File: config.mk
export PLATFORM = sky130hd
export DESIGN_NAME = result_bcd_conv
export DESIGN_NICKNAME = d
export VERILOG_FILES = /design/src/rtl/result_bcd_pkg.sv /design/src/rtl/result_bcd_conv_bcd_to_7seg.sv /design/src/rtl/result_bcd_conv.sv
export SDC_FILE = /design/constraint.sdc
export NUM_CORES = 1
export LEC_CHECK = 0
export CAP_MARGIN = 40
export CORE_MARGIN = 2
export CORE_UTILIZATION = 50
export CTS_CLUSTER_SIZE = 25
export DETAILED_ROUTE_END_ITERATION = 10
export GPL_TIMING_DRIVEN = 1
export HOLD_SLACK_MARGIN = 0.1
export PLACE_DENSITY = 0.75
export SLEW_MARGIN = 20
export SYNTH_ARGS = -nofsm -noshare
export SYNTH_HDL_FRONTEND = slang
export SYNTH_SLANG_ARGS = --single-unit
File: constraint.sdc
create_clock -name clk -period 2 [get_ports clk]
set_clock_uncertainty 0.15 [all_clocks]
set_input_delay 0.2 -clock clk [delete_from_list [all_inputs] [get_ports clk]]
set_output_delay 0.2 -clock clk [all_outputs]
set_load 0.005 [all_outputs]
File: src/rtl/result_bcd_pkg.sv
// rtl/result_bcd_pkg.sv - shared types and constants for the result-to-BCD converter
package result_bcd_pkg;

    typedef enum logic [1:0] {IDLE, SHIFT, DONE} conv_state_t;

    localparam logic [3:0] BCD_ADJ    = 4'd3;
    localparam logic [3:0] BCD_THRESH = 4'd5;

    // Active-low segment patterns, bit order gfedcba
    localparam logic [6:0] SEG_0     = 7'b1000000;
    localparam logic [6:0] SEG_1     = 7'b1111001;
    localparam logic [6:0] SEG_2     = 7'b0100100;
    localparam logic [6:0] SEG_3     = 7'b0110000;
    localparam logic [6:0] SEG_4     = 7'b0011001;
    localparam logic [6:0] SEG_5     = 7'b0010010;
    localparam logic [6:0] SEG_6     = 7'b0000010;
    localparam logic [6:0] SEG_7     = 7'b1111000;
    localparam logic [6:0] SEG_8     = 7'b0000000;
    localparam logic [6:0] SEG_9     = 7'b0010000;
    localparam logic [6:0] SEG_BLANK = 7'b1111111;

endpackage

File: src/rtl/result_bcd_conv_bcd_to_7seg.sv
// rtl/result_bcd_conv_bcd_to_7seg.sv - one BCD digit to active-low gfedcba segments
module bcd_to_7seg
    import result_bcd_pkg::*;
(
    input  logic [3:0] digit_i,
    output logic [6:0] seg_o
);

    always_comb begin
        seg_o = SEG_BLANK;
        case (digit_i)
            4'd0: seg_o = SEG_0;
            4'd1: seg_o = SEG_1;
            4'd2: seg_o = SEG_2;
            4'd3: seg_o = SEG_3;
            4'd4: seg_o = SEG_4;
            4'd5: seg_o = SEG_5;
            4'd6: seg_o = SEG_6;
            4'd7: seg_o = SEG_7;
            4'd8: seg_o = SEG_8;
            4'd9: seg_o = SEG_9;
            default: seg_o = SEG_BLANK;
        endcase
    end

endmodule

File: src/rtl/result_bcd_conv.sv
// rtl/result_bcd_conv.sv - sequential double-dabble sign-magnitude BCD converter (option RESULT_BCD_SEVSEG_EN)
module result_bcd_conv
    import result_bcd_pkg::*;
#(
    parameter int IN_W   = 5,
    parameter int DIGITS = 2
)
(
    input  logic                  clk,
    input  logic                  rst,
    input  logic                  in_valid,
    output logic                  in_ready,
    input  logic [IN_W-1:0]       value,
    input  logic                  sub,
    output logic                  out_valid,
    input  logic                  out_ready,
    output logic [4*DIGITS-1:0]   bcd,
    output logic                  neg,
    output logic                  busy
`ifdef RESULT_BCD_SEVSEG_EN
    ,
    output logic [7*DIGITS-1:0]   seg,
    output logic                  seg_minus
`endif
);

    localparam int BW = 4 * DIGITS;
    localparam int CW = $clog2(IN_W + 1);

    if (10**DIGITS <= 2**IN_W - 1) begin : g_bad_digits
        $error("result_bcd_conv: DIGITS too small to hold 2**IN_W-1");
    end

    conv_state_t       state_q, state_d;
    logic [IN_W-1:0]   mag_q, mag_d;
    logic [BW-1:0]     scratch_q, scratch_d;
    logic [CW-1:0]     cnt_q, cnt_d;
    logic              neg_cap_q, neg_cap_d;
    logic [BW-1:0]     bcd_q, bcd_d;
    logic              neg_q, neg_d;

    logic [IN_W-2:0]   value_lo, value_lo_neg;
    logic [IN_W-1:0]   mag_in;
    logic              neg_in;
    logic [BW-1:0]     scratch_adj, scratch_sh;
    logic [IN_W-1:0]   mag_sh;
    logic              load_out;

    // A set MSB on a subtraction is a borrow: the low bits are a negative two's-complement sum
    assign value_lo     = value[IN_W-2:0];
    assign value_lo_neg = ~value_lo + {{(IN_W-2){1'b0}}, 1'b1};

    always_comb begin
        neg_in = 1'b0;
        mag_in = value;
        if (sub) begin
            neg_in = value[IN_W-1];
            mag_in = {1'b0, value[IN_W-1] ? value_lo_neg : value_lo};
        end
    end

    always_comb begin
        scratch_adj = scratch_q;
        for (int k = 0; k < DIGITS; k++) begin
            if (scratch_q[4*k +: 4] >= BCD_THRESH)
                scratch_adj[4*k +: 4] = scratch_q[4*k +: 4] + BCD_ADJ;
        end
    end

    assign scratch_sh = {scratch_adj[BW-2:0], mag_q[IN_W-1]};
    assign mag_sh     = {mag_q[IN_W-2:0], 1'b0};
    assign load_out   = (state_q == SHIFT) && (cnt_q == CW'(1));

    always_comb begin
        state_d   = state_q;
        mag_d     = mag_q;
        scratch_d = scratch_q;
        cnt_d     = cnt_q;
        neg_cap_d = neg_cap_q;
        bcd_d     = bcd_q;
        neg_d     = neg_q;
        in_ready  = 1'b0;
        out_valid = 1'b0;
        busy      = 1'b0;
        case (state_q)
            IDLE: begin
                in_ready = 1'b1;
                if (in_valid) begin
                    mag_d     = mag_in;
                    neg_cap_d = neg_in;
                    scratch_d = '0;
                    cnt_d     = CW'(IN_W);
                    state_d   = SHIFT;
                end
            end
            SHIFT: begin
                busy      = 1'b1;
                scratch_d = scratch_sh;
                mag_d     = mag_sh;
                cnt_d     = cnt_q - CW'(1);
                if (load_out) begin
                    bcd_d   = scratch_sh;
                    neg_d   = neg_cap_q;
                    state_d = DONE;
                end
            end
            DONE: begin
                out_valid = 1'b1;
                if (out_ready)
                    state_d = IDLE;
            end
            default: state_d = IDLE;
        endcase
    end

    always_ff @(posedge clk or posedge rst) begin
        if (rst) begin
            state_q   <= IDLE;
            mag_q     <= '0;
            scratch_q <= '0;
            cnt_q     <= '0;
            neg_cap_q <= 1'b0;
            bcd_q     <= '0;
            neg_q     <= 1'b0;
        end else begin
            state_q   <= state_d;
            mag_q     <= mag_d;
            scratch_q <= scratch_d;
            cnt_q     <= cnt_d;
            neg_cap_q <= neg_cap_d;
            bcd_q     <= bcd_d;
            neg_q     <= neg_d;
        end
    end

    assign bcd = bcd_q;
    assign neg = neg_q;

`ifdef RESULT_BCD_SEVSEG_EN
    logic [7*DIGITS-1:0] seg_d, seg_q;
    logic                seg_minus_q;

    // Decode the final shifted value so segments load on the same edge as bcd
    for (genvar g = 0; g < DIGITS; g++) begin : g_dec
        bcd_to_7seg u_dec (
            .digit_i (scratch_sh[4*g +: 4]),
            .seg_o   (seg_d[7*g +: 7])
        );
    end

    always_ff @(posedge clk or posedge rst) begin
        if (rst) begin
            seg_q       <= '1;
            seg_minus_q <= 1'b1;
        end else if (load_out) begin
            seg_q       <= seg_d;
            seg_minus_q <= ~neg_cap_q;
        end
    end

    assign seg       = seg_q;
    assign seg_minus = seg_minus_q;
`endif

endmodule

---- Word-level counts from Yosys, hierarchy flattened ----
Cells that the tools add are included.
operators by class
  $add $sub $neg .......................... 4
  order comparisons ....................... 2
  eq/ne operators ......................... 6
  bitwise gates (word level) .............. 1
  muxes and demuxes ....................... 18
  reductions and logical operators ........ 7
operator list
  operator                                                                count
  8-bit case mux with 2 select lines                                      1
  5-bit 2-to-1 mux                                                        2
  5-bit case mux with 2 select lines                                      1
  4-bit by 3-bit >= comparator with 1-bit output (second input constant)  2
  4-bit 2-to-1 mux                                                        2
  8-bit 2-to-1 mux                                                        1
  2-bit 2-to-1 mux                                                        3
  3-bit 2-to-1 mux                                                        2
  2-bit != test (second input constant)                                   3
  2-bit case mux with 3 select lines                                      1
  3-bit case mux with 2 select lines                                      1
  2-bit AND reduction                                                     3
  4-bit by 1-bit adder with 4-bit output (second input constant)          1
  4-bit by 2-bit adder with 4-bit output (second input constant)          1
  1-bit 2-to-1 mux                                                        4
  4-bit inverter                                                          1
  3-bit by 2-bit adder with 3-bit output (second input constant)          1
  3-bit by 1-bit == test with 1-bit output (second input constant)        1
  3-bit AND reduction                                                     1
  3-bit by 1-bit subtractor with 3-bit output (second input constant)     1
  2-bit by 1-bit == test with 1-bit output (second input constant)        1
  2-bit == test (second input constant)                                   1
  2-bit logical NOT                                                       1
  2-bit nonzero test                                                      1
  1-bit logical AND                                                       1
word-level totals
  logic and storage cells ................. 45
  bits of input ports ..................... 10
  flip-flop bits (word level) ............. 28

---- Depth between registers and ports, before layout ----
  depth after elaboration ................. 6
  depth in mapped cells ................... 7
  mapped depth without buffers ............ 6

---- Worst setup path before layout ----
OpenSTA, ideal clock, no wires.
  path kind ............................... register to register
  start point ............................. register scratch_q[0]
  end point ............................... register scratch_q[2]
  buffers on the path ..................... 0
  stages on the path, launching flop included .. 7
  slack ................................... 354 ps
  arrival time ............................ 1414 ps
  cell sequence ........................... dfrtp_1 inv_1 ha_1 nand2b_1 a21oi_1 mux2_2 o21ai_0
on the way
  cells in the longest elaborated chain, start to end .. 3
RTL lines
  element                                                                                                          RTL line                                      RTL
  start: declaration                                                                                               result_bcd_conv.sv:36                         logic [BW-1:0] scratch_q, scratch_d;
  start signal: assignment                                                                                         result_bcd_conv.sv:128                        scratch_q <= scratch_d;
  4-bit by 2-bit adder with 4-bit output / 4-bit by 3-bit >= comparator with 1-bit output (equally long branches)  result_bcd_conv.sv:66, result_bcd_conv.sv:65
  4-bit 2-to-1 mux *                                                                                               result_bcd_conv.sv:65                         if (scratch_q[4*k +: 4] >= BCD_THRESH)
  8-bit case mux with 2 select lines *                                                                             result_bcd_conv.sv:85                         case (state_q)
Every way passes the cells marked *; elsewhere a longest branch is shown, timed or not.
A chain may end at the register's enable or synchronous reset.

---- Worst setup path after layout ----
  start point ............................. register state_q[1]
  end point ............................... output out_valid
on the way
  cells in the longest elaborated chain, start to end .. 2
RTL lines
  element                   RTL line                RTL
  start: declaration        result_bcd_conv.sv:34   conv_state_t state_q, state_d;
  start signal: assignment  result_bcd_conv.sv:126  state_q <= state_d;
  2-bit == test             result_bcd_conv.sv:85
  1-bit 2-to-1 mux          result_bcd_conv.sv:85
  end: declaration          result_bcd_conv.sv:15   output logic out_valid,
No other way between the ends.

==> metrics.md <==
| Metric | Value |
|---|---|
| Most frequent cells in the layout | dfrtp_1, nand2_1, clkdlybuf4s50_1, o21ai_0, inv_1 |
| Total of max-cap violations | 0 |
| Final net count | 187 |
| # setup viols final | 0 |
| Switching share of power | 38.74% |
| Clock power share | 11.1% |
| PwrDens | 1491 nW/µm² |
| Number of global-route vias before repair | 1008 |
| Fraction of registers with async set/reset | 100.0% |
| Number of inserted diodes | 0 |
| Sequential cell area fraction in the yosys report | 51.00% |
| Worst hold path type | in -> reg |
| Syn. warnings | 0 |
| Crit Path Class | reg -> out |
| Number of core rows | 19 |
| Layout cell share with drive strength beyond 1 | 13.02% |
| Max FO, Critical Path | 7 |
| Core Area | 2686 µm² |
| Area Overhead vs Synth | 22.59% |
| Max stage delay on crit path | 0.49 ns |
| Worst vdd ir | 770.4 µV |
| Status | completed |
| Critical Path RT | 1.65 ns |
| Final min period | 1.873 ns |
| Inserted Clock Buffers | 3 |
| Final setup TNS | 0 ns |
| H-tree levels | 1 |
| Net Sw Power | 0.0009728 W |
| Initial antenna violation count | 0 |
| Final WL | 2629 µm |
| Fin crit share | 93.63% |
| Largest net degree at the start of global routing | 29 |
| Post-Syn Nets | 160 |
| Leak | 0.7654 nW |
| Post-DP HPWL | 1931 µm |
| Max Freq | 534.0 MHz |
| CTS sink cnt | 28 |
| Post-synthesis cell area | 1374 µm² |
| First-pass GRT wire length | 4498 µm |
| Die W | 56.42 µm |
| Startpoint types | flop |
| Clk buf depth | 2 |
| Die Y | 56.42 µm |
| Measured slew at the worst slew-check pin | 0.4145 ns |
| Distinct cell type count after synthesis | 31 |
| Root buffer cell | clkbuf_4 |
| Comb pwr share | 48.9% |
| Initial Util | 51.14% |
| CP endpoint kind | output pin |
| Synth Instances | 143 |
| Final slew viol count | 0 |
| Setup ws final | 0.1274 ns |
| Hold Vio Cnt, Final | 0 |
| Die area | 3183 µm² |
| Port Buffers | 21 |
| Pre-CTS setup slack | 0.1678 ns |
| Drt drc | 0 |
| Register share of total power | 40.0% |
| RD Place Congestion | 0.7600 |
| Critical-path top delay cell | clkdlybuf4s50_1 |
| Crit-path cells | buf_4 > nand2_1 > inv_1 > clkdlybuf4s50_1 |
| EDFF count, synth | 0 |
| Main synth FF type | dfrtp_1 |
| DR WL/cell | 13.15 µm |
| Via Count | 1072 |
| Most common cell after layout, fill and taps aside | dfrtp_1 |
| Gr usage total | 18.07% |
| Top-level port count | 22 |
| Arrival @ worst endpoint | 1.52 ns |
| GR Overflow Total | 0 |
| TritonCTS clock tree | done |
| Iteration-0 DRC Markers | 17 |
| # fillers | 242 |
| Vias per cell | 5.360 |
| Cell internal pwr | 0.001539 W |
| Slew margin rel. | 72.21% |
| Synth Register Bits | 28 |
| RSZ-0062 raised after global routing | no |
| Avg Inst Size Synth | 9.607 µm² |
| Worst-skew pair later-pin latency | 0.32 ns |
| DRT Pass-1 Iters | 4 |
| Post-route ant nets | 0 |
| Clk pin slew, worst setup/hold paths | 0.15 ns |
## state kept, by name, indices dropped and copies added (netlist names)
register / flops
cnt_q: 3
state_q: 2
mag_q: 5
scratch_q: 8
bcd: 8
neg_cap_q: 1
neg: 1
## cell usage after synthesis, types with 3 or more instances
cell,number,area share (%)
a21oi_1,6,2.2
a31oi_1,3,1.4
dfrtp_1,28,51
ha_1,7,6.4
inv_1,12,3.3
nand2_1,22,6.0
nand2b_1,4,1.8
nor2_1,10,2.7
nor3_1,3,1.1
o21ai_0,14,5.1
o21ai_1,3,1.1
o22ai_1,4,1.8
xnor2_1,4,2.5
## metrics by stage
stage / utilization, % / instances / hold WS, ns / power, W / instance area, µm²
floorplan: - / 143 / 0.1154 / 0.001789 / 1374
global placement: 60.08 / 193 / 0.3036 / 0.002163 / 1614
detailed placement: 60.08 / 193 / 0.3110 / 0.002225 / 1614
CTS: 61.85 / 198 / 0.2626 / 0.002500 / 1662
global route: 62.69 / 200 / 0.2347 / 0.002753 / 1684
finish: 62.69 / 200 / 0.2584 / 0.002511 / 1684
## worst paths after layout
kind	cells past startpoint	slack, ns	endpoint	from
hold reg to reg	2	0.34	neg	neg
min in group asynchronous	4	0.63	bcd[7]	rst
max in group asynchronous	4	0.78	state_q[0]	rst
setup reg to reg	6	0.19	scratch_q[2]	scratch_q[0]
hold / removal	2	0.26	state_q[1]	out_ready
setup / recovery	4	0.13	out_valid	state_q[1]
## per-layer routing
metal,vias to the layer above,GRT usage [%],part of all wire [%]
met3,2,2.765,4.0
li1,541,-,-
met2,26,31.26,49
met1,503,24.05,46
met5,-,0,0
met4,0,4.082,0.57
## critical path, delay by kind of cell, from the launching register on
family	cells	cell delay [ns]
flops	1	0.46
buf+inv	3	0.68
simple gates	1	0.06
## power by group through the flow
| stage | Clock (W) | Sequential (W) | Combinational, W |
|---|---|---|---|
| floorplan | 0 | 0.000971 | 0.000818 |
| global placement | 0 | 0.00100 | 0.00116 |
| detailed placement | 0 | 0.00102 | 0.00121 |
| CTS | 0.000281 | 0.00101 | 0.00121 |
| global route | 0.000324 | 0.00105 | 0.00138 |
| finish | 0.000279 | 0.00100 | 0.00123 |
## cells by family (layout without fill, tap and decap cells)
group,after synthesis,after routing,synth area share (%)
and+or+nand+nor,49,49,17.40
AOI/OAI and AO/OA,36,36,15.30
DFF,28,28,51.00
buffers and inverters,16,42,5.009
adders and majority gates,7,7,6.375
xor gates and xnor gates,4,4,2.550
muxes,3,3,2.368
## cell type report
| cell class | count | area (µm²) | share of cell area (%) |
|---|---|---|---|
| clock buffer | 4 | 36.28 | 2.155 |
| inverter | 12 | 45.04 | 2.675 |
| multi-input combinational | 99 | 608.1 | 36.11 |
| sequential | 28 | 703.2 | 41.75 |
| tap | 31 | 38.79 | 2.303 |
| timing repair buffer | 26 | 252.7 | 15.01 |
## what timing repair did
| action | in CTS | in global routing |
|---|---|---|
| endpoints found under the setup margin | 1 | 3 |
| endpoints found under the hold margin | 28 | 0 |
| hold buffers | 1 | 0 |
| gates resized for setup | 1 | 4 |
| setup buffers | 0 | 2 |
Power figures use the tool's default switching activity.
